$ cat src/rtl/deserializer.sv
// Rebuilds an OUTPUT_SIZE-bit frame from CHUNK_SIZE-bit serial chunks (word 0 in LSBs, first chunk of a word in its MS half).
// Optional idle-gap timeout with frame_error pulse when DESER_TIMEOUT_EN is defined.
module deserializer #(
    parameter int unsigned OUTPUT_SIZE    = 256,
    parameter int unsigned CHUNK_SIZE     = 16,
    parameter int unsigned WORD_SIZE      = 32,
    parameter int unsigned TIMEOUT_CYCLES = 64
) (
    input  logic                   clk,
    input  logic                   reset,
    input  logic                   clear,
    input  logic                   input_valid,
    input  logic [CHUNK_SIZE-1:0]  input_data,
    output logic                   output_valid,
    output logic [OUTPUT_SIZE-1:0] output_data,
    output logic                   busy,
    output logic                   frame_error
);

    localparam int unsigned N  = OUTPUT_SIZE / CHUNK_SIZE;
    localparam int unsigned C  = WORD_SIZE / CHUNK_SIZE;
    localparam int unsigned CW = $clog2(N) + 1;

    if ((WORD_SIZE % CHUNK_SIZE) != 0 || (OUTPUT_SIZE % WORD_SIZE) != 0 || TIMEOUT_CYCLES == 0) begin : g_cfg_err
        $error("deserializer: illegal size/timeout parameter combination");
    end

    typedef enum logic {IDLE, COLLECT} state_t;

    state_t                 state_q, state_d;
    logic [CW-1:0]          cnt_q, cnt_d, cnt_eff;
    logic [OUTPUT_SIZE-1:0] buf_q, buf_d, placed;
    logic [OUTPUT_SIZE-1:0] data_q, data_d;
    logic                   valid_q, valid_d;
    logic                   timeout_fire;

`ifdef DESER_TIMEOUT_EN
    localparam int unsigned GW = $clog2(TIMEOUT_CYCLES + 1);

    logic [GW-1:0] gap_q, gap_d;
    logic          err_q, err_d;

    assign timeout_fire = (state_q == COLLECT) && (gap_q == GW'(TIMEOUT_CYCLES));
    assign frame_error  = err_q;
`else
    assign timeout_fire = 1'b0;
    assign frame_error  = 1'b0;
`endif

    // A chunk in the cycle the timeout fires starts a fresh frame.
    assign cnt_eff = timeout_fire ? '0 : cnt_q;

    always_comb begin
        placed = buf_q;
        for (int unsigned k = 0; k < N; k++) begin
            if (cnt_eff == CW'(k)) begin
                placed[(k / C) * WORD_SIZE + WORD_SIZE - ((k % C) + 1) * CHUNK_SIZE +: CHUNK_SIZE] = input_data;
            end
        end
    end

    always_comb begin
        state_d = state_q;
        cnt_d   = cnt_q;
        buf_d   = buf_q;
        data_d  = data_q;
        valid_d = 1'b0;
`ifdef DESER_TIMEOUT_EN
        gap_d   = gap_q;
        err_d   = 1'b0;
`endif
        if (clear) begin
            state_d = IDLE;
            cnt_d   = '0;
`ifdef DESER_TIMEOUT_EN
            gap_d   = '0;
`endif
        end else begin
            if (timeout_fire) begin
                state_d = IDLE;
                cnt_d   = '0;
`ifdef DESER_TIMEOUT_EN
                gap_d   = '0;
                err_d   = 1'b1;
`endif
            end
            if (input_valid) begin
                buf_d = placed;
`ifdef DESER_TIMEOUT_EN
                gap_d = '0;
`endif
                if (cnt_eff == CW'(N - 1)) begin
                    data_d  = placed;
                    valid_d = 1'b1;
                    cnt_d   = '0;
                    state_d = IDLE;
                end else begin
                    cnt_d   = cnt_eff + 1'b1;
                    state_d = COLLECT;
                end
            end else if (state_q == COLLECT && !timeout_fire) begin
`ifdef DESER_TIMEOUT_EN
                gap_d = gap_q + 1'b1;
`endif
            end
        end
    end

    always_ff @(posedge clk or posedge reset) begin
        if (reset) begin
            state_q <= IDLE;
            cnt_q   <= '0;
            buf_q   <= '0;
            data_q  <= '0;
            valid_q <= 1'b0;
`ifdef DESER_TIMEOUT_EN
            gap_q   <= '0;
            err_q   <= 1'b0;
`endif
        end else begin
            state_q <= state_d;
            cnt_q   <= cnt_d;
            buf_q   <= buf_d;
            data_q  <= data_d;
            valid_q <= valid_d;
`ifdef DESER_TIMEOUT_EN
            gap_q   <= gap_d;
            err_q   <= err_d;
`endif
        end
    end

    assign output_valid = valid_q;
    assign output_data  = data_q;
    assign busy         = (state_q == COLLECT);

endmodule

$ cat config.mk
export PLATFORM = sky130hd
export DESIGN_NAME = deserializer
export DESIGN_NICKNAME = d
export VERILOG_FILES = /design/src/rtl/deserializer.sv
export SDC_FILE = /design/constraint.sdc
export NUM_CORES = 1
export LEC_CHECK = 0
export BUFFER_PORTS_ARGS = -buffer_cell sky130_fd_sc_hd__buf_2
export CAP_MARGIN = 10
export CORE_MARGIN = 4
export CORE_UTILIZATION = 57
export CTS_CLUSTER_DIAMETER = 120
export DETAILED_ROUTE_END_ITERATION = 16
export PLACE_DENSITY = 0.78
export SLEW_MARGIN = 15
export SYNTH_ARGS = -nofsm -noshare
export SYNTH_HDL_FRONTEND = slang
export SYNTH_SLANG_ARGS = --single-unit
export TNS_END_PERCENT = 10
$ cat constraint.sdc
create_clock -name clk -period 24.9 [get_ports clk]
set_clock_uncertainty 0.15 [all_clocks]
set_input_delay 1.245 -clock clk [delete_from_list [all_inputs] [get_ports clk]]
set_output_delay 1.245 -clock clk [all_outputs]
set_load 0.005 [all_outputs]
## Yosys cells after proc, flatten, opt, wreduce, memory -nomap -nowiden

Index checks and enable logic that the tools add are counted.

| word-level totals | value |
|---|---|
| output and inout bits | 259 |
| bits of input ports | 20 |
| flip-flop bits (word level) | 519 |

| operators by class | value |
|---|---|
| reductions and logical operators | 4 |
| add/subtract/negate cells | 1 |
| muxes and demuxes | 25 |
| equality and inequality tests | 15 |
| bitwise gates (word level) | 1 |

Operator list:

| cell | number |
|---|---|
| two-way mux 16 bit | 16 |
| equality test 5 x 4 -> 1 bit (second input constant) | 8 |
| equality test 5 x 3 -> 1 bit (second input constant) | 4 |
| two-way mux 5 bit | 3 |
| equality test 5 x 2 -> 1 bit (second input constant) | 2 |
| two-way mux 1 bit | 6 |
| adder 5 x 1 -> 5 bit (second input constant) | 1 |
| equality test 5 x 1 -> 1 bit (second input constant) | 1 |
| zero test 5 bit | 1 |
| AND reduction 3 bit | 1 |
| AND reduction 2 bit | 1 |
| nonzero test 2 bit | 1 |
| inverter 1 bit | 1 |

## Longest topological paths before layout

| logic depth | value |
|---|---|
| word-level depth | 4 |
| depth in mapped cells | 7 |
| gate-level depth less buffers | 5 |

## Least setup slack after synthesis

OpenSTA, ideal clock, no wires.

| timing path | value |
|---|---|
| path type | input to register |
| start | input clear |
| end | register data_q[223], in the netlist output_data[223] |
| slack | 22.075 ns |
| stages | 6 |
| setup time | 0.125 ns |
| arrival | 2.551 ns |
| cell sequence | buf_2 -> nand2b_4 -> nor4b_4 -> buf_4 -> buf_6 -> mux2_2 |

| on the way | value |
|---|---|
| longest elaborated chain between the ends | 2 |

Ends and longest elaborated chain:

| item | RTL line | source |
|---|---|---|
| start: declaration | 11 | `input logic clear,` |
| inverter 1 bit (no line) | - |  |
| AND reduction 3 bit (no line) | - |  |
| end signal: assignment | 124 | `data_q <= data_d;` |
| end: declaration | 33 | `logic [OUTPUT_SIZE-1:0] data_q, data_d;` |

No other way between the ends.
A chain may end at the register's enable or synchronous reset.

## Final worst setup path

| timing path | value |
|---|---|
| start | register cnt_q[2], in the netlist cnt_eff[2] |
| end | register data_q[37], in the netlist output_data[37] |

| on the way | value |
|---|---|
| longest elaborated chain between the ends | 2 |

Ends and longest elaborated chain:

| item | RTL line | source |
|---|---|---|
| start: declaration | 31 | `logic [CW-1:0] cnt_q, cnt_d, cnt_eff;` |
| start signal: assignment | 122 | `cnt_q <= cnt_d;` |
| equality test 5 x 4 -> 1 bit or equality test 5 x 2 -> 1 bit (tied branches) | 92, 56 |  |
| AND reduction 3 bit (no line) or two-way mux 16 bit (tied branches) | - |  |

Several ways; a longest one is shown, not always the timed one.

==> results.json <==
{
  "outcome": "complete, no violations",
  "path_buf_inv": 2,
  "clockPowerShare_pct": 42.4,
  "grt_max_degree": 134,
  "wire_per_inst_um": 21.8,
  "finalPower_w": 0.00167,
  "required_ns": 25.19,
  "drtPass1Iterations": 6,
  "core_area_mm2": 0.0365,
  "post-route-period-util_pct": 16.4,
  "final_max_slew_viol_count": 0,
  "holdPathStages": 1,
  "p_leak_nw": 13.2,
  "clock-root-buffer": "clkbuf_16",
  "power_density_mw_per_mm2": 69.6,
  "die_area_mm2": 0.0400,
  "min_to": "busy",
  "period_minus_slack_ns": 4.07,
  "syn_area_mm2": 0.0210,
  "clk_path_buf_depth": 3,
  "gp_congestion": 0.740,
  "swShare_pct": 21.8,
  "r2r.worst_path.cells": 5,
  "num_vias": 11500,
  "crit_family": "buffers and inverters",
  "die_x_um": 200,
  "crit_top_cell": "buf_4",
  "overflow": 0,
  "crit_chain": "nand2_1 > nor4b_4 > buf_4 > buf_4 > mux2_1",
  "tns_ns": 0,
  "multi_input_area_mm2": 0.00782,
  "intPower_w": 0.00131,
  "cts_resized": 0,
  "worstPathMaxFanout": 82,
  "timing.rr.start": "cnt_eff[2]",
  "cts.clk_slew.worst_paths_ns": 0.06,
  "yosysSeqAreaShare_pct": 59.9,
  "drt_iter0_markers": 397,
  "slowest_stage": "dfrtp_1",
  "cts_tree": "built",
  "die_h_um": 200,
  "clock_latency_ns": 0.57,
  "final_common_cell": "dfrtp_1",
  "ys_ff_latch": 503,
  "route.detailed.drc": 0,
  "final_nets": 1570,
  "fill_cells": 2589,
  "critPathArrivalTime_ns": 4.36,
  "antenna_found_initial": 0,
  "regArea_mm2": 0.0126,
  "power_frac_seq_pct": 52.0,
  "whs_ns": 0.324,
  "wirelength_um": 44500,
  "peakVddDrop_mv": 0.0542,
  "rows": 70,
  "io_buffers": 277,
  "synth_top_area_share_pct": 59.9,
  "min_from": "busy",
  "synth.distinct_cells": 32,
  "vias_per_cell": 5.64,
  "postSynthCellCount": 1303,
  "syn_avg_cell_area_um2": 16.1,
  "critPathLaunchType": "flop",
  "holdBufCountCts": 0,
  "hold_violations": 0,
  "place_hpwl_um": 28500,
  "reg2reg_slack_ns": 20.83,
  "synth_top_cell_by_area": "dfrtp_1",
  "hold_path.class": "reg -> reg",
  "drtAntennaViolNets": 0,
  "diodes": 0,
  "most-common-layout-cells": "503 x dfrtp_1, 431 x mux2_2, 277 x buf_2",
  "cts_sinks": 503,
  "num_io_pins": 279,
  "cts_max_level": 2,
  "post-cts-setup-buffers": 0,
  "crit_type": "reg -> reg",
  "syn-num-nets": 1327,
  "grt_pass1_vias": 12200,
  "grt_usage_pct": 22.3,
  "crit_path_end_kind": "flop",
  "grt_pass1_wl_um": 69700,
  "synth_area_leaders": "dfrtp_1 60%, mux2_2 23%, mux2_1 11%",
  "rsz0062_at_grt": "no",
  "setup_viol": 0,
  "drive_gt1_share_pct": 51.8,
  "slew_headroom_pct": 23.9,
  "combPwrFrac_pct": 5.6,
  "area_growth_pct": 14.3,
  "fmax_mhz": 246,
  "maxCapViolCount": 0,
  "worstMarginPinSlew_ns": 1.14,
  "p_switching_w": 0.000364,
  "cpPeakStageDelay_ns": 1.05,
  "worstReg2RegEnd": "output_data[37]",
  "start_util_pct": 57.5,
  "ys_warn_count": 0,
  "numCtsBuffers": 50
}
-- synthesized netlist by cell type --
| master | instances |
|---|---|
| mux2_1 | 210 |
| nor4bb_1 | 2 |
| dfrtp_1 | 503 |
| nand2_1 | 8 |
| nor3_1 | 1 |
| a22o_1 | 1 |
| nor4b_4 | 5 |
| mux2_2 | 431 |
| nand4b_4 | 3 |
| clkbuf_1 | 32 |
| xor2_1 | 1 |
| buf_6 | 16 |
| nor2_2 | 2 |
| nor3b_2 | 1 |
| a31oi_1 | 1 |
| and4bb_2 | 5 |
| conb_1 | 1 |
| and2_1 | 1 |
| buf_2 | 22 |
| nor2b_4 | 1 |
| nor2_1 | 3 |
| ha_1 | 4 |
| nor3b_1 | 1 |
| inv_1 | 3 |
| nand3_1 | 1 |
| a221o_1 | 1 |
| nand2b_4 | 1 |
| nor2b_1 | 5 |
| nand2_2 | 6 |
| nand4bb_1 | 1 |
| buf_4 | 29 |
| a21o_1 | 1 |
-- routing by layer --
metal | routed length, um | up-vias | GRT usage, %
li1 | - | 5132 | -
met1 | 20600 | 6087 | 32.1
met2 | 20800 | 247 | 35.4
met3 | 2130 | 64 | 4.11
met4 | 986 | 0 | 6.09
met5 | 0 | - | 0
-- cell families (layout without fill, tap and decap cells) --
logic type / Yosys count / after routing / synth area share, %
buffers and inverters: 102 / 377 / 3.04
XOR/XNOR: 1 / 1 / 0.0417
AND/OR/NAND/NOR: 47 / 47 / 2.24
flip-flops: 503 / 503 / 59.9
other: 1 / 1 / 0.0178
adder cells (fa/ha/maj): 4 / 4 / 0.238
AO/OA/AOI/OAI: 4 / 4 / 0.155
multiplexers: 641 / 641 / 34.4
-- power groups by stage --
| stage | combinational (W) | clock (W) | sequential, W |
|---|---|---|---|
| 6_report | 0.0000933 | 0.000709 | 0.000869 |
| 5_1_grt | 0.000105 | 0.000759 | 0.000873 |
| 4_1_cts | 0.0000958 | 0.000727 | 0.000869 |
| 3_5_place_dp | 0.0000953 | 0 | 0.000884 |
| 3_3_place_gp | 0.0000920 | 0 | 0.000881 |
| 2_1_floorplan | 0.0000741 | 0 | 0.000879 |
-- metrics by stage --
step | worst slack [ns] | instance area [um^2] | cells | util [%]
after floorplan | 9.46 | 21000 | 1303 | -
after global placement | 20.71 | 22500 | 1962 | 61.6
after detailed placement | 20.61 | 22500 | 1962 | 61.6
after CTS | 20.84 | 24000 | 2046 | 65.8
after global routing | 20.55 | 24000 | 2046 | 65.8
final | 20.83 | 24000 | 2046 | 65.8
-- cell type report --
class,instances,area share [%]
inverter,3,0.0781
clock buffer,77,6.05
multi-input combinational,698,32.6
clock inverter,7,0.307
tap,468,2.44
sequential,503,52.4
timing repair buffer,290,6.18
-- flip-flops by register name (all words and copies together) (netlist names) --
| register | flops |
|---|---|
| output_data | 256 |
| cnt_eff | 5 |
| output_valid | 1 |
| buf_q | 240 |
| busy | 1 |
-- how the worst max path moves through the flow --
| stage | depth (start not counted) | end | startpoint | slack [ns] |
|---|---|---|---|---|
| floorplan | 1 | buf_q[0] | reset | 9.46 |
| global placement | 4 | output_data[81] | reset | 20.71 |
| detailed placement | 4 | buf_q[81] | reset | 20.61 |
| CTS | 5 | output_data[146] | cnt_eff[2] | 20.84 |
| global route | 5 | output_data[147] | cnt_eff[2] | 20.55 |
| finish | 5 | output_data[37] | cnt_eff[2] | 20.83 |
-- worst register-to-register path: cells and delay by family (launching register included) --
family        cells  cell delay, ns
buf+inv           2            1.61
flops             1            1.05
mux               1            0.45
simple gates      2            0.70
Note: power is estimated with default switching activity, not from simulation.
